`config.mk`:
```
export PLATFORM = sky130hd
export DESIGN_NAME = dm_sba_ctrl
export DESIGN_NICKNAME = d
export VERILOG_FILES = /design/src/rtl/dm_sba_ctrl.sv
export SDC_FILE = /design/constraint.sdc
export NUM_CORES = 1
export LEC_CHECK = 0
export ABC_CLOCK_PERIOD_IN_PS = 4000
export CAP_MARGIN = 5
export CORE_MARGIN = 5
export CORE_UTILIZATION = 48
export DETAILED_ROUTE_END_ITERATION = 12
export MAX_ROUTING_LAYER = met4
export PLACE_DENSITY_LB_ADDON = 0.15
export SLEW_MARGIN = 20
export SYNTH_ARGS = -nofsm -noshare
export SYNTH_HDL_FRONTEND = slang
export SYNTH_SLANG_ARGS = --single-unit
```
`constraint.sdc`:
```
create_clock -name clk_i -period 4 [get_ports clk_i]
set_input_delay 0.4 -clock clk_i [delete_from_list [all_inputs] [get_ports clk_i]]
set_output_delay 0.4 -clock clk_i [all_outputs]
set_load 0.02 [all_outputs]
```
`src/rtl/dm_sba_ctrl.sv`:
```
// dm_sba_ctrl: system bus access master for the debug module.
// Takes address/data triggers from the debug registers, issues one host
// bus access at a time and reports read data or an error code back.
//
// state   | meaning
// IDLE    | waiting for an address/data trigger
// RD_REQ  | read request presented on host bus, awaiting grant
// WR_REQ  | write request presented on host bus, awaiting grant
// RD_WAIT | read granted, awaiting response
// WR_WAIT | write granted, awaiting response
module dm_sba_ctrl #(
  parameter int BusWidth      = 32,
  parameter int TimeoutCycles = 256
) (
  input  logic                  clk_i,
  input  logic                  rst_i,
  input  logic                  dmactive_i,
  input  logic [BusWidth-1:0]   sbaddress_i,
  input  logic                  sbaddress_write_valid_i,
  input  logic                  sbreadonaddr_i,
  input  logic                  sbautoincrement_i,
  input  logic                  sbreadondata_i,
  input  logic [2:0]            sbaccess_i,
  input  logic [BusWidth-1:0]   sbdata_i,
  input  logic                  sbdata_write_valid_i,
  input  logic                  sbdata_read_valid_i,
  output logic [BusWidth-1:0]   sbdata_o,
  output logic                  sbdata_valid_o,
  output logic [BusWidth-1:0]   sbaddress_o,
  output logic                  sbbusy_o,
  output logic                  sberror_valid_o,
  output logic [2:0]            sberror_o,
  output logic                  host_req_o,
  output logic [BusWidth-1:0]   host_add_o,
  output logic                  host_we_o,
  output logic [BusWidth-1:0]   host_wdata_o,
  output logic [BusWidth/8-1:0] host_be_o,
  input  logic                  host_gnt_i,
  input  logic                  host_r_valid_i,
  input  logic [BusWidth-1:0]   host_r_rdata_i,
  input  logic                  host_err_i
);

  localparam int BeW  = BusWidth / 8;
  localparam int OffW = $clog2(BeW);
  localparam int TmrW = (TimeoutCycles > 1) ? $clog2(TimeoutCycles) : 1;
  localparam logic [TmrW-1:0] TmrLoad = TmrW'((TimeoutCycles > 0) ? TimeoutCycles - 1 : 0);

  localparam logic [2:0] IDLE    = 3'd0;
  localparam logic [2:0] RD_REQ  = 3'd1;
  localparam logic [2:0] WR_REQ  = 3'd2;
  localparam logic [2:0] RD_WAIT = 3'd3;
  localparam logic [2:0] WR_WAIT = 3'd4;

  localparam logic [2:0] ERR_TIMEOUT = 3'd1;
  localparam logic [2:0] ERR_BUS     = 3'd2;
  localparam logic [2:0] ERR_ALIGN   = 3'd3;
  localparam logic [2:0] ERR_SIZE    = 3'd4;

  logic [2:0]          state_q, state_d;
  logic [BusWidth-1:0] addr_q, addr_d;
  logic [TmrW-1:0]     tmr_q, tmr_d;
  logic [3:0]          bytes_q, bytes_d;
  logic                host_req_q, host_req_d;
  logic [BusWidth-1:0] host_add_q, host_add_d;
  logic                host_we_q, host_we_d;
  logic [BusWidth-1:0] host_wdata_q, host_wdata_d;
  logic [BeW-1:0]      host_be_q, host_be_d;
  logic [BusWidth-1:0] sbdata_q, sbdata_d;
  logic                sbdata_valid_q, sbdata_valid_d;
  logic                err_valid_q, err_valid_d;
  logic [2:0]          err_q, err_d;

  logic [BusWidth-1:0] eff_addr;
  logic [OffW-1:0]     req_off;
  logic [3:0]          acc_bytes;
  logic                wr_trig, rd_trig, size_bad, misaligned;
  logic [BeW-1:0]      be_base;
  logic [BusWidth-1:0] rd_mask;

  // Trigger decode and lane/size arithmetic for a new access (uses the
  // address being loaded this cycle if there is one).
  always_comb begin
    eff_addr   = sbaddress_write_valid_i ? sbaddress_i : addr_q;
    req_off    = eff_addr[OffW-1:0];
    acc_bytes  = 4'd1 << sbaccess_i;
    wr_trig    = sbdata_write_valid_i;
    rd_trig    = (sbaddress_write_valid_i & sbreadonaddr_i) |
                 (sbdata_read_valid_i & sbreadondata_i);
    size_bad   = sbaccess_i > 3'(OffW);
    misaligned = |(eff_addr & ~({BusWidth{1'b1}} << sbaccess_i));
    be_base    = ~({BeW{1'b1}} << acc_bytes);
    rd_mask    = ~({BusWidth{1'b1}} << {bytes_q, 3'b000});
  end

  // Access sequencing: trigger, request/grant with timeout, response.
  always_comb begin
    state_d        = state_q;
    addr_d         = addr_q;
    tmr_d          = tmr_q;
    bytes_d        = bytes_q;
    host_req_d     = host_req_q;
    host_add_d     = host_add_q;
    host_we_d      = host_we_q;
    host_wdata_d   = host_wdata_q;
    host_be_d      = host_be_q;
    sbdata_d       = sbdata_q;
    sbdata_valid_d = 1'b0;
    err_valid_d    = 1'b0;
    err_d          = err_q;

    case (state_q)
      IDLE: begin
        if (dmactive_i) begin
          if (sbaddress_write_valid_i) addr_d = sbaddress_i;
          if (wr_trig || rd_trig) begin
            if (size_bad) begin
              err_valid_d = 1'b1;
              err_d       = ERR_SIZE;
            end else if (misaligned) begin
              err_valid_d = 1'b1;
              err_d       = ERR_ALIGN;
            end else begin
              state_d      = wr_trig ? WR_REQ : RD_REQ;
              host_req_d   = 1'b1;
              host_add_d   = eff_addr & {{(BusWidth-OffW){1'b1}}, {OffW{1'b0}}};
              host_we_d    = wr_trig;
              host_wdata_d = sbdata_i << {req_off, 3'b000};
              host_be_d    = be_base << req_off;
              bytes_d      = acc_bytes;
              tmr_d        = TmrLoad;
            end
          end
        end
      end
      RD_REQ, WR_REQ: begin
        if (!dmactive_i) begin
          state_d    = IDLE;
          host_req_d = 1'b0;
        end else if (host_gnt_i) begin
          state_d    = (state_q == RD_REQ) ? RD_WAIT : WR_WAIT;
          host_req_d = 1'b0;
        end else if (TimeoutCycles != 0 && tmr_q == '0) begin
          state_d     = IDLE;
          host_req_d  = 1'b0;
          err_valid_d = 1'b1;
          err_d       = ERR_TIMEOUT;
        end else if (tmr_q != '0) begin
          tmr_d = tmr_q - 1'b1;
        end
      end
      RD_WAIT, WR_WAIT: begin
        if (host_r_valid_i) begin
          state_d = IDLE;
          // With the debug module inactive the response is simply dropped.
          if (dmactive_i) begin
            if (host_err_i) begin
              err_valid_d = 1'b1;
              err_d       = ERR_BUS;
            end else begin
              if (state_q == RD_WAIT) begin
                sbdata_d       = (host_r_rdata_i >> {addr_q[OffW-1:0], 3'b000}) & rd_mask;
                sbdata_valid_d = 1'b1;
              end
              if (sbautoincrement_i) addr_d = addr_q + BusWidth'(bytes_q);
            end
          end
        end
      end
      default: begin
        state_d    = IDLE;
        host_req_d = 1'b0;
      end
    endcase

    if (!dmactive_i) addr_d = '0;
  end

  // State and output registers with synchronous reset.
  always_ff @(posedge clk_i) begin
    if (rst_i) begin
      state_q        <= IDLE;
      addr_q         <= '0;
      tmr_q          <= '0;
      bytes_q        <= '0;
      host_req_q     <= 1'b0;
      host_add_q     <= '0;
      host_we_q      <= 1'b0;
      host_wdata_q   <= '0;
      host_be_q      <= '0;
      sbdata_q       <= '0;
      sbdata_valid_q <= 1'b0;
      err_valid_q    <= 1'b0;
      err_q          <= '0;
    end else begin
      state_q        <= state_d;
      addr_q         <= addr_d;
      tmr_q          <= tmr_d;
      bytes_q        <= bytes_d;
      host_req_q     <= host_req_d;
      host_add_q     <= host_add_d;
      host_we_q      <= host_we_d;
      host_wdata_q   <= host_wdata_d;
      host_be_q      <= host_be_d;
      sbdata_q       <= sbdata_d;
      sbdata_valid_q <= sbdata_valid_d;
      err_valid_q    <= err_valid_d;
      err_q          <= err_d;
    end
  end

  assign sbdata_o        = sbdata_q;
  assign sbdata_valid_o  = sbdata_valid_q;
  assign sbaddress_o     = addr_q;
  assign sbbusy_o        = (state_q != IDLE);
  assign sberror_valid_o = err_valid_q;
  assign sberror_o       = err_q;
  assign host_req_o      = host_req_q;
  assign host_add_o      = host_add_q;
  assign host_we_o       = host_we_q;
  assign host_wdata_o    = host_wdata_q;
  assign host_be_o       = host_be_q;

endmodule
```
**Yosys cells after proc, flatten, opt, wreduce, memory -nomap -nowiden**

Index checks and enable logic that the tools add are counted.

- Input bits: 111
- Register bits after elaboration: 152
- Logic and storage cells: 133
- Output and inout port bits: 140

- Shifts and indexed selects: 7
- Reductions and logical operators: 20
- $add $sub $neg: 2
- $lt $le $gt $ge: 1
- Bitwise gates (word level): 14
- Multiplexer cells: 56
- Eq/ne operators: 20

Operator list:

| kind | count |
|---|---|
| 32-bit two-way mux | 4 |
| 32-bit AND | 2 |
| 8-bit two-way mux | 8 |
| 32-bit NOT | 2 |
| 32-bit case mux with 2 select lines | 1 |
| 3-bit two-way mux | 19 |
| 32-bit by 4-bit adder with 32-bit output | 1 |
| 32-bit OR reduction | 1 |
| 32-bit by 3-bit left shift with 32-bit output, first input constant | 1 |
| 32-bit by 5-bit left shift with 32-bit output | 1 |
| 32-bit by 7-bit left shift with 32-bit output, first input constant | 1 |
| 32-bit by 5-bit right shift with 32-bit output | 1 |
| 2-bit != test, second input constant | 14 |
| 1-bit two-way mux | 18 |
| 3-bit case mux with 3 select lines | 2 |
| 8-bit case mux with 2 select lines | 1 |
| 6-bit AND reduction | 2 |
| 10-bit AND reduction | 1 |
| 5-bit AND reduction | 2 |
| 9-bit AND reduction | 1 |
| 8-bit logical NOT | 1 |
| 8-bit nonzero test | 1 |
| 8-bit by 1-bit subtractor with 8-bit output, second input constant | 1 |
| 3-bit by 2-bit equality test with 1-bit output, second input constant | 2 |
| other kinds (21) | 32 |

**Depth between registers and ports, before layout**

Gate-level depths: netlist of the first run.

- Depth in word-level cells: 9
- Gate-level depth with buffers: 10
- Depth with buffers taken out: 8

**Worst setup path after synthesis of the first run**

Ideal clock, no wire load.

- Path kind: register -> register
- From: reg addr_q[1], in the netlist sbaddress_o[1]
- To: reg addr_q[30], in the netlist sbaddress_o[30]
- Stages on the path, launching flop included: 11
- Arrival time: 3,129 ps
- Library setup time: 127 ps
- Path buffers: 3
- Setup slack: 744 ps
- Required time: 3,873 ps
- Cells stage by stage: dfxtp_1 -> buf_1 -> clkbuf_1 -> inv_1 -> fa_1 -> nand2b_1 -> a21oi_1 -> clkbuf_1 -> nand4_1 -> o2111a_1 -> or3_1

- Cells in the longest elaborated chain, start to end: 5

RTL lines:

| item | RTL line | text |
|---|---|---|
| start: declaration | 61 | `logic [BusWidth-1:0] addr_q, addr_d;` |
| start signal: assignment | 197 | `addr_q <= addr_d;` |
| 32-bit by 4-bit adder with 32-bit output | 165 | `if (sbautoincrement_i) addr_d = addr_q + BusWidth'(bytes_q);` |
| 32-bit two-way mux | 165 |  |
| 32-bit two-way mux | 157 | `if (host_err_i) begin` |
| 32-bit two-way mux | 153 | `if (host_r_valid_i) begin` |
| 32-bit case mux with 2 select lines | 112 | `case (state_q)` |

Every way passes these cells. The select of a mux whose other input is x is not followed.
A chain may end at the register's enable or synchronous reset.

**Worst setup path in the final report of the first run**

- From: reg addr_q[1], in the netlist sbaddress_o[1]
- To: reg addr_q[23], in the netlist sbaddress_o[23]

Same word-level chain as after synthesis.

==> flow_metrics.py, run 1 <==
metrics = {
    "outcome": {
        "status": "completed",
    },
    "sta": {
        "hold_viol_final": 0,
        "fin_setup_tns_ps": 0,
        "post-route-period-util": 0.706,
        "worst_slew_pin_slew_ps": 934,
        "holdWs_ps": 430,
        "finClkSkew_ps": 7.85,
        "slew_violations": 0,
        "relSlewSlack": 0.374,
        "setup_viol": 0,
        "layout_min_cycle_time_ps": 2830,
        "rsz0062_at_grt": "false",
        "fmax_mhz": 354,
    },
    "layout": {
        "fin_nets": 1353,
        "drive_above_1_share": 0.0641,
        "final_cells": 1468,
        "diodes": 0,
        "area_delta_synth_final_pct": 38.0,
        "nFillCells": 1443,
    },
    "synth": {
        "syn-cell-area_mm2": 0.00823,
        "yosysSeqAreaShare": 0.370,
        "synth-seq-cells": 152,
        "synthCells": 1033,
        "yosysMostFrequentCell": "dfxtp_1",
        "avgSynthCellArea_um2": 7.96,
        "yosys_warnings": 0,
        "synthTopCellsByArea": "dfxtp_1 37%, mux2i_1 6.6%, nand2_1 6.1%",
        "ys_types": 82,
        "ys_top_cells_by_count": "152 x dfxtp_1, 133 x nand2_1, 94 x nor2_1",
        "synth_edf_count": 0,
        "netlist.area_leader.share": 0.370,
        "yosysTopAreaCell": "dfxtp_1",
        "synthFlopType": "dfxtp_1",
        "ys_async_sr_fraction": 0,
    },
    "die": {
        "coreArea_mm2": 0.0167,
        "die_width_um": 141,
        "die_h_um": 141,
        "io_pins": 251,
        "start_util": 0.493,
        "dieArea_mm2": 0.0199,
        "core.rowCount": 47,
    },
    "cts": {
        "cts-root-buf": "clkbuf_16",
        "htreeDepth": 4,
        "ctsResizeCount": 0,
        "cts.sinks": 152,
        "numCtsBuffers": 17,
        "cts_max_path_buffers": 2,
        "cts_tree": "built",
        "post-cts-setup-buffer-count": 0,
        "clk_latency_ps": 420,
        "path_clk_slew_ps": 60,
        "hold_buffers": 0,
    },
    "place": {
        "globalplace.congestion": 0.936,
        "dp.cells": 1436,
        "io_buffers": 248,
        "dp_hpwl_um": 19600,
    },
    "flow_run": {
        "drv_cap": 0,
    },
    "routing": {
        "routedWlPerCell_um": 18.9,
        "drc": 0,
        "drtPass1Iterations": 6,
        "wl_um": 27800,
        "vias": 8720,
        "drtAntennaViolNets": 0,
        "route.met3.wl_um": 2850,
        "routed.top_layer": "met4",
        "vias_per_cell": 5.94,
        "wl_met2_um": 12300,
        "wl_met1_um": 12100,
        "drt-initial-drc-count": 821,
    },
    "worst_setup_path": {
        "arrival_ps": 3130,
        "required_ps": 4310,
        "critPathKind": "flop to flop",
        "cp_max_fo": 28,
        "start_kind": "flop",
        "end_kind": "flop",
    },
    "pwr": {
        "internal_power_mw": 2.86,
        "leakagePower_nw": 3.97,
        "pwr-share-comb": 0.190,
        "total_power_mw": 3.99,
        "power_frac_seq": 0.411,
        "switching_power_mw": 1.13,
        "clkPwrFrac": 0.399,
        "powerDensity_mw_per_mm2": 352,
        "switching_share": 0.283,
        "vdd_drop_max_v": 0.000337,
    },
    "grt": {
        "grt_max_degree": 80,
        "grt.overflow.total": 0,
        "first_global_vias": 8090,
        "grt_use_total": 0.276,
        "antenna_found_initial": 0,
        "grt_pass1_wl_um": 43500,
    },
    "worst_hold_path": {
        "hp-class": "input pin to flop",
    },
}
[logic make-up (layout without fill, tap and decap cells)]
family                   after synthesis  in the layout  share of synthesized area
XOR/XNOR                               7              7                    0.00745
buffers and inverters                 99            313                     0.0519
other                                  1              2                   0.000456
AO/OA/AOI/OAI                        282            282                      0.229
multiplexers                          66             66                     0.0824
AND/OR/NAND/NOR                      419            419                      0.248
adder cells (fa/ha/maj)                7              7                     0.0116
flip-flops                           152            152                      0.370
[layout by cell type (no fill, tap or decap), drive strengths merged, types with 22 or more instances in the layout]
master / netlist / final
nor3: 30 / 30
dfxtp: 152 / 152
a21oi: 91 / 91
nor2: 94 / 94
nand3: 59 / 59
a211oi: 43 / 43
clkdlybuf4s50: 0 / 246
a22oi: 24 / 24
nand2: 133 / 133
o21ai: 37 / 37
mux2i: 55 / 55
clkbuf: 46 / 22
[power groups by stage]
stage	combinational, mW	clock [mW]	sequential [mW]
3_5_place_dp	0.747	0	1.67
2_1_floorplan	0.360	0	1.72
5_1_grt	0.814	1.68	1.65
3_3_place_gp	0.741	0	1.67
4_1_cts	0.754	1.61	1.64
6_report	0.758	1.59	1.64
[flip-flops by register name (all words and copies together), names as in the netlist, 3 cells and up]
signal        cells
tmr_q             8
host_be_o         4
state_q           3
sbaddress_o      32
bytes_q           4
sberror_o         3
host_wdata_o     32
sbdata_o         32
host_add_o       30
[final cells by class]
type	instances	area, um2	share of cell area
Inverter	15	56.3	0.00496
Clock buffer	22	454	0.0400
Multi-Input combinational cell	783	4770	0.420
Clock inverter	10	119	0.0105
Sequential cell	152	3040	0.268
Tap cell	220	275	0.0242
Timing Repair Buffer	266	2640	0.232
[worst max-delay path, stage by stage, from the launching register on]
cell and delay, ps:
dfxtp_1 480, buf_4 390, ha_1 300, a21o_1 190, a221o_1 540, and4_1 300
a2111o_1 380, o311a_1 120
[final timing paths]
kind	depth (start not counted)	to	slack (ps)	start
max	7	sbaddress_o[23]$_SDFFE_PP0P_	1170	sbaddress_o[1]$_SDFFE_PP0P_
max reg2reg	7	sbaddress_o[23]$_SDFFE_PP0P_	1170	sbaddress_o[1]$_SDFFE_PP0P_
min reg2reg	2	sbdata_o[24]$_SDFFE_PP0P_	450	sbdata_o[24]$_SDFFE_PP0P_
min	2	state_q[2]$_SDFFE_PP0P_	430	rst_i
[metrics by stage]
stage	instance area (um2)	util	setup WS [ps]
after floorplan	8230	-	744
after global placement	10800	0.645	1140
after detailed placement	10800	0.645	1080
after CTS	11400	0.680	1200
after global routing	11400	0.680	1040
final	11400	0.680	1170
[layer usage]
metal	GRT usage	vias up
met5	-	-
met4	0.0683	0
met3	0.0708	42
met2	0.410	453
met1	0.378	4036
li1	-	4189
(Power assumes the default switching activity.)
==> run 2: changes to the inputs <==
ABC_CLOCK_PERIOD_IN_PS = 2600   (was 4000)
clock period = 2.6 ns   (was 4 ns; I/O delays follow)
==> flow_metrics.py, run 2 (same netlist as run 1, synthesis figures left out) <==
metrics = {
    "sta": {
        "setup_viol": 0,
        "layout_min_cycle_time_ps": 2370,
        "slew_violations": 0,
        "finClkSkew_ps": 7.94,
        "post-route-period-util": 0.912,
        "rsz0062_at_grt": "false",
        "hold_viol_final": 0,
        "relSlewSlack": 0.461,
        "fmax_mhz": 422,
        "worst_slew_pin_slew_ps": 806,
        "fin_setup_tns_ps": 0,
    },
    "cts": {
        "numCtsBuffers": 17,
        "htreeDepth": 4,
        "clk_latency_ps": 430,
        "cts-root-buf": "clkbuf_16",
        "post-cts-setup-buffer-count": 0,
        "cts_max_path_buffers": 2,
        "cts.sinks": 152,
        "path_clk_slew_ps": 60,
        "ctsResizeCount": 0,
        "hold_buffers": 0,
        "cts_tree": "built",
    },
    "worst_setup_path": {
        "cp_max_fo": 4,
        "ff2ff_setup_slack_ps": 230,
        "crit_start": "bytes_q[0]$_SDFFE_PP0P_",
        "arrival_ps": 2680,
        "critPathKind": "flop to flop",
        "worstReg2RegStart": "bytes_q[0]$_SDFFE_PP0P_",
        "start_kind": "flop",
        "required_ps": 2910,
        "reg2reg_depth": 8,
        "end_kind": "flop",
        "r2r-end": "sbaddress_o[30]$_SDFFE_PP0P_",
    },
    "pwr": {
        "internal_power_mw": 4.50,
        "pwr-share-comb": 0.193,
        "total_power_mw": 6.28,
        "clkPwrFrac": 0.406,
        "leakagePower_nw": 4.14,
        "switching_power_mw": 1.78,
        "power_frac_seq": 0.401,
        "powerDensity_mw_per_mm2": 541,
        "vdd_drop_max_v": 0.000455,
        "switching_share": 0.284,
    },
    "grt": {
        "grt_use_total": 0.291,
        "grt_max_degree": 72,
        "grt_pass1_wl_um": 45600,
        "antenna_found_initial": 0,
        "first_global_vias": 8494,
        "grt.overflow.total": 0,
    },
    "routing": {
        "drtPass1Iterations": 6,
        "drtAntennaViolNets": 0,
        "wl_um": 28900,
        "drc": 0,
        "vias_per_cell": 5.98,
        "routedWlPerCell_um": 19.3,
        "vias": 8949,
        "drt-initial-drc-count": 757,
    },
    "die": {
        "die_h_um": 141,
        "dieArea_mm2": 0.0199,
        "coreArea_mm2": 0.0167,
        "start_util": 0.493,
        "die_width_um": 141,
        "core.rowCount": 47,
        "io_pins": 251,
    },
    "worst_hold_path": {
        "holdPathEnd": "host_be_o[2]$_SDFFE_PP0P_",
        "hp-class": "input pin to flop",
        "hold_path_startpoint": "rst_i",
        "holdPathStages": 2,
    },
    "layout": {
        "diodes": 0,
        "layout_commonest_cell": "clkdlybuf4s50_1",
        "drive_above_1_share": 0.0878,
        "fin_nets": 1381,
        "most-common-layout-cells": "246 x clkdlybuf4s50_1, 151 x dfxtp_1, 133 x nand2_1",
        "area_delta_synth_final_pct": 41.3,
        "postLayoutCoreUtil": 0.696,
    },
    "place": {
        "dp_hpwl_um": 20700,
        "io_buffers": 248,
        "globalplace.congestion": 0.945,
    },
    "outcome": {
        "status": "completed",
    },
    "flow_run": {
        "drv_cap": 0,
    },
}
[run 2: per-stage QoR]
step           area (um2)  cells  worst slack, ps  hold WS [ps]
6_report            11600   1496              229           317
5_1_grt             11600   1496             86.3           346
4_1_cts             11600   1496              256           303
3_5_place_dp        11000   1464              173           442
3_3_place_gp        11000   1464              257           437
2_1_floorplan        8250   1034             17.9           396
[run 2: worst max path at each step]
stage | to | cells after the start | slack, ps
final | sbaddress_o[30]$_SDFFE_PP0P_ | 8 | 230
after global routing | sbaddress_o[30]$_SDFFE_PP0P_ | 8 | 90
after CTS | sbaddress_o[30]$_SDFFE_PP0P_ | 8 | 260
after detailed placement | host_wdata_o[10]$_SDFFE_PP0P_ | 7 | 170
after global placement | sberror_o[0]$_SDFFE_PP0P_ | 6 | 260
after floorplan | sbaddress_o[30]$_SDFFE_PP0P_ | 10 | 20
[run 2: cell type report]
| cell class | count | area (um2) |
|---|---|---|
| Clock buffer | 18 | 429 |
| Clock inverter | 14 | 175 |
| Fill cell | 1365 | 5080 |
| Inverter | 15 | 56.3 |
| Multi-Input combinational cell | 783 | 4770 |
| Sequential cell | 152 | 3050 |
| Tap cell | 220 | 275 |
| Timing Repair Buffer | 294 | 2870 |
[run 2: power groups by stage]
stage	logic (mW)	clock network, mW	registers [mW]
final	1.21	2.55	2.52
after global routing	1.30	2.69	2.53
after CTS	1.20	2.58	2.52
after detailed placement	1.19	0	2.57
after global placement	1.18	0	2.56
after floorplan	0.555	0	2.65
[run 2: per-layer routing]
layer  up-vias  GRT usage  part of all wire
li1       4259          -                 -
met1      4216      0.395              0.44
met2       423      0.442              0.46
met3        51     0.0545             0.077
met4         0     0.0903             0.021
met5         -          -                 0
[run 2: critical path, stage by stage, from the launching register on]
cell and delay [ps]:
dfxtp_1 350, ha_1 180, inv_1 60, fa_1 370, nand2b_1 210, a21oi_1 270, nand4_1 210, o2111a_1 280
or3_1 330
==> run 3: changes to the inputs <==
ABC_CLOCK_PERIOD_IN_PS = default   (was 2600)
CORE_MARGIN = default   (was 5)
==> flow_metrics.py, run 3 (same netlist as run 1, synthesis figures left out) <==
metrics = {
    "worst_setup_path": {
        "end_kind": "flop",
        "arrival_ps": 2770,
        "slowest_stage": "dfxtp_1",
        "cp_slowest_stage_delay_ps": 370,
        "start_kind": "flop",
        "cp_max_fo": 4,
        "required_ps": 2910,
        "worstPathCellList": "ha_1, inv_1, fa_1, nand2b_1, a21oi_1, nand4_1, o2111a_1, or3_1",
        "critPathKind": "flop to flop",
    },
    "routing": {
        "wl_met2_um": 12300,
        "routed.top_layer": "met4",
        "drtAntennaViolNets": 0,
        "drc": 0,
        "vias_per_cell": 5.96,
        "drtPass1Iterations": 7,
        "wl_um": 27200,
        "drt-initial-drc-count": 655,
        "routedWlPerCell_um": 18.2,
        "vias": 8928,
        "wl_met1_um": 12300,
        "route.met3.wl_um": 2180,
    },
    "cts": {
        "htreeDepth": 4,
        "hold_buffers": 0,
        "path_clk_slew_ps": 60,
        "cts_max_path_buffers": 2,
        "clk_latency_ps": 430,
        "cts_tree": "built",
        "ctsResizeCount": 0,
        "numCtsBuffers": 17,
        "cts.sinks": 152,
        "post-cts-setup-buffer-count": 0,
        "cts-root-buf": "clkbuf_16",
    },
    "place": {
        "dp_hpwl_um": 19300,
        "dp.cells": 1468,
        "io_buffers": 248,
        "globalplace.congestion": 0.887,
    },
    "die": {
        "io_pins": 251,
        "coreArea_mm2": 0.0166,
        "die_width_um": 133,
        "dieArea_mm2": 0.0177,
        "die_h_um": 133,
        "start_util": 0.494,
        "core.rowCount": 47,
    },
    "sta": {
        "rsz0062_at_grt": "false",
        "slew_violations": 0,
        "layout_min_cycle_time_ps": 2460,
        "post-route-period-util": 0.945,
        "hold_viol_final": 0,
        "finClkSkew_ps": 7.54,
        "fmax_mhz": 407,
        "relSlewSlack": 0.411,
        "setup_viol": 0,
        "worst_slew_pin_slew_ps": 877,
        "fin_setup_tns_ps": 0,
    },
    "layout": {
        "final_cells": 1499,
        "postLayoutCoreUtil": 0.705,
        "fin_nets": 1385,
        "diodes": 0,
        "layout_commonest_cell": "clkdlybuf4s50_1",
        "most-common-layout-cells": "246 x clkdlybuf4s50_1, 151 x dfxtp_1, 133 x nand2_1",
        "drive_above_1_share": 0.0907,
        "area_delta_synth_final_pct": 42.6,
    },
    "pwr": {
        "leakagePower_nw": 4.19,
        "switching_power_mw": 1.74,
        "total_power_mw": 6.45,
        "vdd_drop_max_v": 0.000466,
        "powerDensity_mw_per_mm2": 549,
        "clkPwrFrac": 0.421,
        "power_frac_seq": 0.390,
        "pwr-share-comb": 0.188,
        "switching_share": 0.270,
        "internal_power_mw": 4.71,
    },
    "grt": {
        "grt_max_degree": 57,
        "antenna_found_initial": 0,
        "first_global_vias": 7992,
        "grt_use_total": 0.314,
        "grt_pass1_wl_um": 43000,
        "grt.overflow.total": 0,
    },
    "outcome": {
        "status": "completed",
    },
    "worst_hold_path": {
        "hp-class": "input pin to flop",
    },
    "flow_run": {
        "drv_cap": 0,
    },
}
run 3: cell type report:
| type | instances | area, um2 |
|---|---|---|
| Timing Repair Buffer | 298 | 2940 |
| Clock buffer | 20 | 478 |
| Sequential cell | 152 | 3050 |
| Inverter | 15 | 56.3 |
| Clock inverter | 11 | 168 |
| Fill cell | 1398 | 4910 |
| Tap cell | 220 | 275 |
| Multi-Input combinational cell | 783 | 4770 |
run 3: critical path: cells and delay by family (launching register included):
| family | cells | cell delay (ps) |
|---|---|---|
| buffers and inverters | 1 | 60 |
| adders and majority gates | 2 | 570 |
| DFF | 1 | 370 |
| and+or+nand+nor | 3 | 770 |
| AOI/OAI and AO/OA | 2 | 570 |
run 3: path summary, 6_finish.rpt:
kind	from	to	slack (ps)	depth (start not counted)
setup reg to reg	bytes_q[0]$_SDFFE_PP0P_	sbaddress_o[30]$_SDFFE_PP0P_	140	8
hold reg to reg	host_wdata_o[25]$_SDFFE_PP0P_	host_wdata_o[25]$_SDFFE_PP0P_	460	2
hold / removal	rst_i	host_we_o$_SDFFE_PP0P_	260	2
setup / recovery	bytes_q[0]$_SDFFE_PP0P_	sbaddress_o[30]$_SDFFE_PP0P_	140	8
run 3: metrics by stage:
stage | setup WS [ps] | hold WS, ps | cell area [um2]
2_1_floorplan | 17.9 | 396 | 8250
3_3_place_gp | 246 | 438 | 11100
3_5_place_dp | 209 | 447 | 11100
4_1_cts | 176 | 250 | 11700
5_1_grt | 5.39 | 270 | 11700
6_report | 143 | 258 | 11700
run 3: metal layers:
layer	global-route usage	vias to the layer above
li1	-	4257
met1	0.426	4182
met2	0.477	434
met3	0.0540	55
met4	0.0894	0
met5	-	-
run 3: power by group through the flow:
stage               Sequential (mW)  Combinational, mW  Clock [mW]
floorplan                      2.65              0.555           0
global placement               2.56               1.19           0
detailed placement             2.57               1.19           0
CTS                            2.51               1.20        2.74
global route                   2.53               1.30        2.85
finish                         2.52               1.21        2.71
